## src/rtl/temp_read_sequencer_pkg.sv

```systemverilog
// temp_read_sequencer_pkg: shared state encoding, data widths and helpers for the I2C temperature blocks
package temp_read_sequencer_pkg;

  localparam int TEMP_W = 12;
  localparam int BYTE_W = 8;
  localparam int DEG_W  = 8;
  localparam int FRAC_W = 4;

  typedef enum logic [2:0] {
    IDLE,
    START,
    WAIT_MSB,
    WAIT_LSB,
    PUBLISH,
    FAULT,
    WAIT_INTERVAL
  } state_t;

  function automatic logic [BYTE_W-1:0] sat_inc(input logic [BYTE_W-1:0] v);
    return (&v) ? v : v + BYTE_W'(1);
  endfunction

endpackage

```

## src/rtl/temp_read_sequencer_converter.sv

```systemverilog
// temp_code_converter: splits a 12-bit two's complement temperature into sign, whole degrees and sixteenths
module temp_code_converter
  import temp_read_sequencer_pkg::*;
(
  input  logic [TEMP_W-1:0] code_i,
  output logic              negative_o,
  output logic [DEG_W-1:0]  degrees_o,
  output logic [FRAC_W-1:0] fraction_o
);

  logic [TEMP_W-1:0] mag;

  // 0x800 negates to itself, which reads back as 128 whole degrees
  always_comb begin
    mag        = code_i[TEMP_W-1] ? (~code_i + TEMP_W'(1)) : code_i;
    negative_o = code_i[TEMP_W-1];
    degrees_o  = mag[TEMP_W-1:FRAC_W];
    fraction_o = mag[FRAC_W-1:0];
  end

endmodule

```

## src/rtl/temp_read_sequencer.sv

```systemverilog
// temp_read_sequencer: periodically requests a two-byte temperature read over I2C and publishes the result
module temp_read_sequencer
  import temp_read_sequencer_pkg::*;
#(
  parameter int unsigned SampleInterval = 60000000,
  parameter int unsigned TimeoutCycles  = 120000
) (
  input  logic              clock,
  input  logic              Reset,
  input  logic              Enable,
  input  logic              Busy,
  input  logic              ByteReady,
  input  logic [BYTE_W-1:0] ReceivedData,
  output logic              Go,
  output logic [TEMP_W-1:0] Temperature,
  output logic              TempValid,
  output logic              Negative,
  output logic [DEG_W-1:0]  Degrees,
  output logic [FRAC_W-1:0] Fraction,
  output logic              Error,
  output logic [BYTE_W-1:0] ErrorCount
);

  localparam int unsigned IW = $clog2(SampleInterval + 1);
  localparam int unsigned TW = $clog2(TimeoutCycles + 1);
  localparam logic [IW-1:0] INT_LAST = IW'(SampleInterval - 1);
  localparam logic [TW-1:0] TO_LAST  = TW'(TimeoutCycles - 1);

  state_t            state_q, state_d;
  logic [IW-1:0]     int_q, int_d;
  logic [TW-1:0]     to_q, to_d;
  logic [BYTE_W-1:0] msb_q, msb_d;
  logic [BYTE_W-1:0] ecnt_q, ecnt_d;
  logic [TEMP_W-1:0] temp_q, temp_d;
  logic              neg_q, neg_d;
  logic [DEG_W-1:0]  deg_q, deg_d;
  logic [FRAC_W-1:0] frac_q, frac_d;
  logic [TEMP_W-1:0] code;
  logic              conv_neg;
  logic [DEG_W-1:0]  conv_deg;
  logic [FRAC_W-1:0] conv_frac;
  logic              expired;
  logic              lsb_low_unused;

  // only the upper nibble of the second byte carries temperature bits
  assign code           = {msb_q, ReceivedData[BYTE_W-1:BYTE_W-FRAC_W]};
  assign lsb_low_unused = ^ReceivedData[BYTE_W-FRAC_W-1:0];
  assign expired        = (to_q == TO_LAST);

  temp_code_converter u_conv (
    .code_i    (code),
    .negative_o(conv_neg),
    .degrees_o (conv_deg),
    .fraction_o(conv_frac)
  );

  // next-state, counters and capture; the interval counter saturates so a slow transaction never wraps it
  always_comb begin
    state_d = state_q;
    int_d   = (int_q == INT_LAST) ? int_q : int_q + IW'(1);
    to_d    = to_q;
    msb_d   = msb_q;
    ecnt_d  = ecnt_q;
    temp_d  = temp_q;
    neg_d   = neg_q;
    deg_d   = deg_q;
    frac_d  = frac_q;
    Go      = 1'b0;
    case (state_q)
      IDLE: state_d = Enable ? START : IDLE;
      START: begin
        if (!Busy) begin
          Go      = 1'b1;
          to_d    = '0;
          int_d   = IW'(1);
          state_d = WAIT_MSB;
        end
      end
      WAIT_MSB: begin
        if (ByteReady) begin
          msb_d   = ReceivedData;
          to_d    = '0;
          state_d = WAIT_LSB;
        end else if (expired) begin
          ecnt_d  = sat_inc(ecnt_q);
          state_d = FAULT;
        end else begin
          to_d = to_q + TW'(1);
        end
      end
      WAIT_LSB: begin
        if (ByteReady) begin
          temp_d  = code;
          neg_d   = conv_neg;
          deg_d   = conv_deg;
          frac_d  = conv_frac;
          state_d = PUBLISH;
        end else if (expired) begin
          ecnt_d  = sat_inc(ecnt_q);
          state_d = FAULT;
        end else begin
          to_d = to_q + TW'(1);
        end
      end
      PUBLISH, FAULT: state_d = WAIT_INTERVAL;
      WAIT_INTERVAL: begin
        if (int_q == INT_LAST) state_d = Enable ? START : IDLE;
      end
      default: state_d = IDLE;
    endcase
  end

  // state and datapath registers, cleared asynchronously by reset
  always_ff @(posedge clock or negedge Reset) begin
    if (!Reset) begin
      state_q <= IDLE;
      int_q   <= '0;
      to_q    <= '0;
      msb_q   <= '0;
      ecnt_q  <= '0;
      temp_q  <= '0;
      neg_q   <= 1'b0;
      deg_q   <= '0;
      frac_q  <= '0;
    end else begin
      state_q <= state_d;
      int_q   <= int_d;
      to_q    <= to_d;
      msb_q   <= msb_d;
      ecnt_q  <= ecnt_d;
      temp_q  <= temp_d;
      neg_q   <= neg_d;
      deg_q   <= deg_d;
      frac_q  <= frac_d;
    end
  end

  assign Temperature = temp_q;
  assign Negative    = neg_q;
  assign Degrees     = deg_q;
  assign Fraction    = frac_q;
  assign ErrorCount  = ecnt_q;
  assign TempValid   = (state_q == PUBLISH);
  assign Error       = (state_q == FAULT);

endmodule

```

## config.mk

```make
export PLATFORM = sky130hd
export DESIGN_NAME = temp_read_sequencer
export DESIGN_NICKNAME = d
export VERILOG_FILES = /design/src/rtl/temp_read_sequencer_pkg.sv /design/src/rtl/temp_read_sequencer_converter.sv /design/src/rtl/temp_read_sequencer.sv
export SDC_FILE = /design/constraint.sdc
export NUM_CORES = 1
export LEC_CHECK = 0
export BUFFER_PORTS_ARGS = -buffer_cell sky130_fd_sc_hd__buf_2
export CAP_MARGIN = 30
export CORE_MARGIN = 1.5
export CORE_UTILIZATION = 45
export DETAILED_ROUTE_END_ITERATION = 6
export GPL_TIMING_DRIVEN = 1
export HOLD_SLACK_MARGIN = 0.05
export PLACE_DENSITY_LB_ADDON = 0.3
export SETUP_SLACK_MARGIN = 0.02
export SYNTH_ARGS = -nofsm -noshare
export SYNTH_HDL_FRONTEND = slang
export SYNTH_SLANG_ARGS = --single-unit
export TNS_END_PERCENT = 20
```

## constraint.sdc

```tcl
create_clock -name clock -period 2.8 [get_ports clock]
set_input_delay 0.7 -clock clock [delete_from_list [all_inputs] [get_ports clock]]
set_output_delay 0.7 -clock clock [all_outputs]
set_load 0.005 [all_outputs]
```

Yosys cells after proc, flatten, opt, wreduce, memory -nomap -nowiden
Index checks and enable logic that the tools add are counted.
{"block": "totals", "latch_bits": 0, "wordCells": 55, "rom_bits": 0, "memories": 0, "mem_bits_rw": 0, "regBits": 87}
{"block": "op_classes", "eq_ne": 11, "div": 0, "mux": 18, "reduce_logical": 10, "bitwise_logic": 3, "n_shift": 0, "mul": 0, "magnitude_cmp": 0, "n_addsub": 4}
{"op": "$mux W26", "count": 3}
{"op": "$mux W17", "count": 4}
{"op": "$pmux W17 S3", "count": 1}
{"op": "$add A26 B1 Y26 const B", "count": 1}
{"op": "$eq A26 B26 Y1 const B", "count": 1}
{"op": "$pmux W3 S6", "count": 1}
{"op": "$add A17 B1 Y17 const B", "count": 1}
{"op": "$eq A17 B17 Y1 const B", "count": 1}
{"op": "$mux W3", "count": 5}
{"op": "$add A12 B1 Y12 const B", "count": 1}
{"op": "$mux W12", "count": 1}
{"op": "$not A12 Y12", "count": 1}
{"op": "$eq A3 B3 Y1 const B", "count": 3}
{"op": "$add A8 B1 Y8 const B", "count": 1}
{"op": "$reduce_and A8 Y1", "count": 1}
{"op": "$eq A3 B2 Y1 const B", "count": 2}
{"op": "$ne A2 B2 Y1 const B", "count": 3}
{"op": "$reduce_and A2 Y1", "count": 3}
{"op": "$reduce_and A4 Y1", "count": 1}
{"op": "$reduce_or A2 Y1", "count": 2}
{"op": "$eq A3 B1 Y1 const B", "count": 1}
{"op": "$logic_not A3 Y1", "count": 1}
{"op": "$mux W1", "count": 3}
{"op": "$reduce_and A3 Y1", "count": 1}
{"op": "other kinds (2)", "count": 3}

Depth between registers and ports, before layout
Gate-level depths: netlist of run 1.
{"block": "depth", "ltp_word": 4, "depth_mapped": 7, "depth_no_buf": 6}

Hierarchy
Synthesis of run 1 repeated with hierarchy kept, for this count alone.
{"block": "hier_totals", "hier_cells": 433, "area_unflattened_um2": 4485.6}
{"module": "temp_read_sequencer", "instances": 1, "area_per_inst_um2": 4214.0, "seq_area_each_um2": 2177.1, "cells_each": 398}
{"module": "temp_code_converter", "instances": 1, "area_per_inst_um2": 271.5, "seq_area_each_um2": 0.0, "cells_each": 35}

Worst setup path before layout of run 1
OpenSTA, ideal clock, no wires.
{"block": "synth_timing", "kind": "input to output", "from": "input Busy", "to": "output Go", "path_buffers": 2, "path_slack_ns": 0.250, "arrival_ns": 1.850, "path_stages": 5, "path_cell_list": "or3b_1 > or2_2 > clkbuf_1 > inv_1 > buf_2"}
{"block": "synth_via", "elab_chain_len": 2}
{"element": "from (decl)", "line": "temp_read_sequencer.sv:11", "rtl": "input logic Busy,"}
{"element": "$mux W1", "line": "temp_read_sequencer.sv:72", "rtl": "if (!Busy) begin"}
{"element": "$mux W1", "line": "temp_read_sequencer.sv:69", "rtl": "case (state_q)"}
{"element": "to (decl)", "line": "temp_read_sequencer.sv:14", "rtl": "output logic Go,"}
No other way between the ends.

Worst setup path in the final report of run 1
Ends and elaborated chain as after synthesis.

==> out/metrics.yaml, run 1 <==
synth_ff_type: "dfrtp_1"
h-tree-depth: 3
rsz0062_at_grt: "no"
grt_pass1_wl_um: 15000
io_pins: 49
antenna_found_initial: 0
yosys.area.top_type: "dfrtp_1"
die-width_um: 101
clk_pin_slew_worst_paths_ns: 0.09
cts_tree: "built"
crit_start: "Busy"
gp_congestion: 0.797
cts_resized: 0
startpoint_type: "input port"
route.detailed.wl_per_inst_um: 14.2
r2r-start: "to_q[7]$_DFFE_PN0P_"
cts_hold_buf: 0
crit_arrival_ns: 1.86
drt-initial-drc-count: 134
cts_sinks: 85
area_growth_pct: 14.0
rows: 35
nets: 494
timing.final.ws_setup_ns: 0.243
synth.distinct_cells: 53
synth.top_cell.area_share_pct: 48.9
peakVddDrop_uv: 289
p_leak_nw: 2.21
grt_pass1_vias: 3233
final_cell_mix: "85 x dfrtp_1, 47 x buf_2, 44 x nor2_1"
holdCritPathClass: "input port to asynchronous set/reset pin"
tns_ns: 0
numCtsBuffers: 9
yosys_warnings: 0
cap_viol_max_count: 0
cts-root-buf: "clkbuf_8"
start_util_pct: 46.8
finalHoldViolCount: 0
fmax_mhz: 391
place_ws_ns: 0.243
coreArea_um2: 9280
grt_start_max_net_pins: 56
slew_headroom_pct: 63.0
synth.cell_area_um2: 4350
fillers: 862
clockBufferDepth: 2
crit_required_ns: 2.10
period_minus_slack_ns: 2.56
ys_ff_latch: 85
pwr_density_cell_nw_per_um2: 860
critical_path_class: "input port to output pin"
layout-drive-gt1-share_pct: 22.4
setup_viol: 0
vias: 3254
firstDrtPassIters: 4
status: "finished clean"
path_max_fanout: 7
syn-instance-count: 429
worstReg2RegEnd: "state_q[1]$_DFFE_PN0P_"
track_usage_pct: 18.2
synth_fp_nets: 446
seq_area_frac_synth_pct: 48.9
die-height_um: 101
crit_end: "Go"
maxSlewViolCount: 0
ff2ff_path_depth: 5
avgSynthCellArea_um2: 10.1
io_buffers: 48
synth_area_leaders: "dfrtp_1 49%, xor2_1 5.4%, mux2_2 4.9%, xnor2_1 4.0%, nor2_1 3.8%"
die-area_um2: 10300
cts_setup_buffers: 0
r2r_slack_ns: 0.77
hpwl_um: 5910
overflow: 0
end_kind: "output pin"
tightestPinTransition_ns: 0.555
fin_crit_sh_pct: 91.3
layout_commonest_cell: "dfrtp_1"
finClkSkew_ns: 0.0106
hold_ws_ns: 0.266
via_per_inst: 5.32
drtAntennaViolNets: 0
wl_um: 8690
async_flop_share_pct: 100
insertion_delay_ns: 0.35
synth-edff-count: 0
drc: 0
-- synth_stat cells (2+ instances only) --
cell type  count
o41ai_1        2
a31oi_1        2
dfrtp_1       85
ha_1           4
nand3_1       18
o31ai_1        3
clkbuf_1      12
nor2_1        44
nand2b_1       2
xor2_1        27
mux2i_1        4
buf_4          2
or2_2          4
a21oi_1        9
a22oi_1        2
nor3_2         3
xnor2_1       20
o21ai_0       27
inv_1         13
or3_1          3
buf_2          5
nor4_1         9
nand4_1       18
nand4b_1       4
nor2b_1        3
or4_1          4
nand2_1       37
o211ai_1       2
a211oi_1       4
nor3_1         7
and2_1         4
mux2_2        19
and3_1         5
and4_1         3
-- area by class of cell --
class                           count  area (µm²)  share of cell area, %
Sequential cell                    85        2130                   43.0
Timing Repair Buffer               57         323                   6.52
Multi-Input combinational cell    311        2080                   42.0
Inverter                           13        48.8                  0.985
Tap cell                          129         161                   3.26
Antenna cell                        1        2.50                 0.0505
Clock inverter                      6        72.6                   1.47
Clock buffer                       10         138                   2.78
-- worst min-delay path by stage --
| stage | from | end | slack [ns] | depth (start not counted) |
|---|---|---|---|---|
| floorplan | Reset | Degrees[0]$_DFFE_PN0P_ | 0.40 | 0 |
| global placement | Fraction[2]$_DFFE_PN0P_ | Fraction[2]$_DFFE_PN0P_ | 0.46 | 2 |
| detailed placement | Fraction[2]$_DFFE_PN0P_ | Fraction[2]$_DFFE_PN0P_ | 0.47 | 2 |
| CTS | Reset | Degrees[3]$_DFFE_PN0P_ | 0.27 | 1 |
| global route | Reset | Degrees[3]$_DFFE_PN0P_ | 0.28 | 1 |
| finish | Reset | Degrees[3]$_DFFE_PN0P_ | 0.27 | 1 |
-- sequential cells by signal, summed over array words and instances (netlist names) --
signal	cells
Degrees	8
msb_q	8
Fraction	3
ErrorCount	8
Temperature	12
to_q	17
int_q	26
state_q	3
-- where the power goes --
group          internal (mW)  leakage [nW]  switching (mW)
Sequential              1.62          1.10           0.409
Clock                  0.443         0.103           0.452
Combinational          0.671          1.00           0.658
-- critical path: stages --
cell and delay [ns]:
buf_2 0.10, or3b_1 0.46, or2_2 0.39, inv_1 0.09
buf_2 0.11
-- cell families (layout without fill, tap and decap cells) --
| logic type | count (synthesis) | in the layout | share of synthesized area [%] |
|---|---|---|---|
| buf+inv | 33 | 86 | 3.34 |
| mux | 23 | 23 | 5.85 |
| other cells | 0 | 1 | 0 |
| flops | 85 | 85 | 48.9 |
| compound gates | 58 | 58 | 8.55 |
| xor+xnor | 47 | 47 | 9.47 |
| fa+ha+maj | 4 | 4 | 1.15 |
| simple gates | 179 | 179 | 22.7 |
-- per-layer routing --
metal	global-route usage (%)	routed length, µm
met1	25.2	4320
met2	29.0	3970
met3	3.11	305
met4	6.62	93
met5	0	0
-- through the flow --
stage / util, % / std cells / instance area [µm²] / power [mW]
final: 53.3 / 612 / 4950 / 4.26
after detailed placement: 51.1 / 595 / 4740 / 3.39
after global routing: 53.3 / 611 / 4950 / 4.59
after floorplan: - / 429 / 4350 / 2.93
after CTS: 53.3 / 611 / 4950 / 4.31
after global placement: 51.1 / 595 / 4740 / 3.33
Note: power is estimated with default switching activity, not from simulation.
==> run 2, diff against run 1 <==
- clock period: 2.8 -> 2.1 ns (I/O delays scaled with it)
==> run 2 against run 1 <==
Hold slack got worse by 0.17 ns. Final cell count is 1.8% higher. First-iteration DRC count down 19%. Setup slack worse by 0.21 ns. Sequential share of layout area decreased by 0.86 points.
==> out/metrics.yaml, run 2 (synthesis results as in run 1) <==
status: "finished clean"
firstDrtPassIters: 4
path_cells: "or3b_4 -> or2_4 -> inv_4 -> buf_6"
layout-drive-gt1-share_pct: 24.5
grt_pass1_wl_um: 14700
dp.cells: 605
final_util_pct: 54.4
wl_um: 8540
finClkSkew_ns: 0.0126
grt_pass1_vias: 3231
cts_hold_buf: 0
clkPwrFrac_pct: 18.7
clockBufferDepth: 2
swShare_pct: 36.4
pwr-share-seq_pct: 47.6
fin_crit_sh_pct: 98.4
max_stage_delay_ns: 0.40
period_minus_slack_ns: 2.07
largest-register: "int_q"
clk_pin_slew_worst_paths_ns: 0.09
insertion_delay_ns: 0.36
timing.final.ws_setup_ns: 0.0332
holdCritPathClass: "input port to asynchronous set/reset pin"
final_cell_mix: "85 x dfrtp_1, 46 x buf_2, 44 x nor2_1"
cts_tree: "built"
path_max_fanout: 2
gp_congestion: 0.813
route.detailed.wl_per_inst_um: 13.7
end_kind: "output pin"
drc: 0
setup_viol: 0
rsz0062_at_grt: "yes"
drtAntennaViolNets: 0
p_leak_nw: 2.27
startpoint_type: "register"
finalHoldViolCount: 0
grt_start_max_net_pins: 37
area_growth_pct: 16.3
overflow: 0
crit_required_ns: 1.57
die-area_um2: 10300
via_per_inst: 5.31
cap_viol_max_count: 0
io_buffers: 48
die-height_um: 101
vias: 3309
cts_sinks: 85
coreArea_um2: 9280
numCtsBuffers: 9
maxSlewViolCount: 0
nets: 506
antenna_found_initial: 0
critical_path_class: "register to output pin"
io_pins: 49
track_usage_pct: 18.1
crit_arrival_ns: 1.54
fmax_mhz: 484
place_ws_ns: -0.0122
largest_reg_flops: 26
tns_ns: 0
antenna_cells: 0
fin_cells: 623
cts-root-buf: "clkbuf_8"
hpwl_um: 6120
slew_headroom_pct: 71.5
peakVddDrop_uv: 506
h-tree-depth: 3
drt-initial-drc-count: 109
p_sw_mw: 2.06
die-width_um: 101
start_util_pct: 46.8
layout_commonest_cell: "dfrtp_1"
pwr_density_cell_nw_per_um2: 1120
slowest_stage: "dfrtp_1"
rows: 35
combPwrFrac_pct: 33.6
tightestPinTransition_ns: 0.428
internal-power_mw: 3.60
run 2: changes by cell type in the layout (fill, tap and decap cells not counted), sizes merged:
cell,change
clkinv,-1
inv,+3
clkinvlp,-1
bufinv,-1
diode,-1
buf,+12
run 2: cell type report:
class                      count  area (µm²)
fill                         865        4230
sequential                    85        2130
multi-input combinational    311        2080
timing repair buffer          69         457
tap                          129         161
clock buffer                  10         128
inverter                      13        51.3
clock inverter                 6        45.0
run 2: metrics by stage:
| step | total power, mW | area (µm²) | hold slack [ns] |
|---|---|---|---|
| after floorplan | 3.92 | 4350 | 0.229 |
| after global placement | 4.54 | 4850 | 0.458 |
| after detailed placement | 4.62 | 4850 | 0.472 |
| after CTS | 5.73 | 5050 | 0.103 |
| after global routing | 6.14 | 5050 | 0.108 |
| final | 5.67 | 5050 | 0.0993 |
run 2: worst max-delay path: cells and delay by family, from the launching register on:
| kind | cells | cell delay [ns] |
|---|---|---|
| flip-flops | 1 | 0.40 |
| buffers and inverters | 2 | 0.16 |
| AND/OR/NAND/NOR | 2 | 0.63 |
run 2: repair_timing:
action,CTS,global route
pin swaps,1,0
gates resized for setup,3,0
endpoints found under the hold margin,0,0
setup endpoints to repair,1,1
buffers inserted,1,1
run 2: worst paths after layout:
kind	startpoint	endpoint	slack, ns	cells past startpoint
worst max-delay path	state_q[1]$_DFFE_PN0P_	Go	0.03	4
worst min-delay path	Reset	int_q[13]$_DFF_PN0_	0.1	1
worst max register to register	state_q[1]$_DFFE_PN0P_	to_q[12]$_DFFE_PN0P_	0.12	7
worst min register to register	Fraction[1]$_DFFE_PN0P_	Fraction[1]$_DFFE_PN0P_	0.49	2
max in group asynchronous	Reset	int_q[3]$_DFF_PN0_	1.36	2
min in group clock	ReceivedData[3]	msb_q[3]$_DFFE_PN0P_	0.40	2
run 2: power groups by stage:
stage	logic, mW	clock network, mW	registers, mW
floorplan	1.33	0	2.59
CTS	1.91	1.11	2.70
global route	2.17	1.17	2.80
detailed placement	1.89	0	2.73
global placement	1.84	0	2.71
finish	1.91	1.06	2.70
run 2: routing by layer:
| layer | wire (µm) | part of all wire (%) | GRT usage [%] |
|---|---|---|---|
| met3 | 330 | 3.9 | 4.76 |
| met1 | 4210 | 49 | 23.5 |
| met5 | 0 | 0 | 0 |
| met2 | 3930 | 46 | 30.3 |
| met4 | 68 | 0.80 | 4.38 |
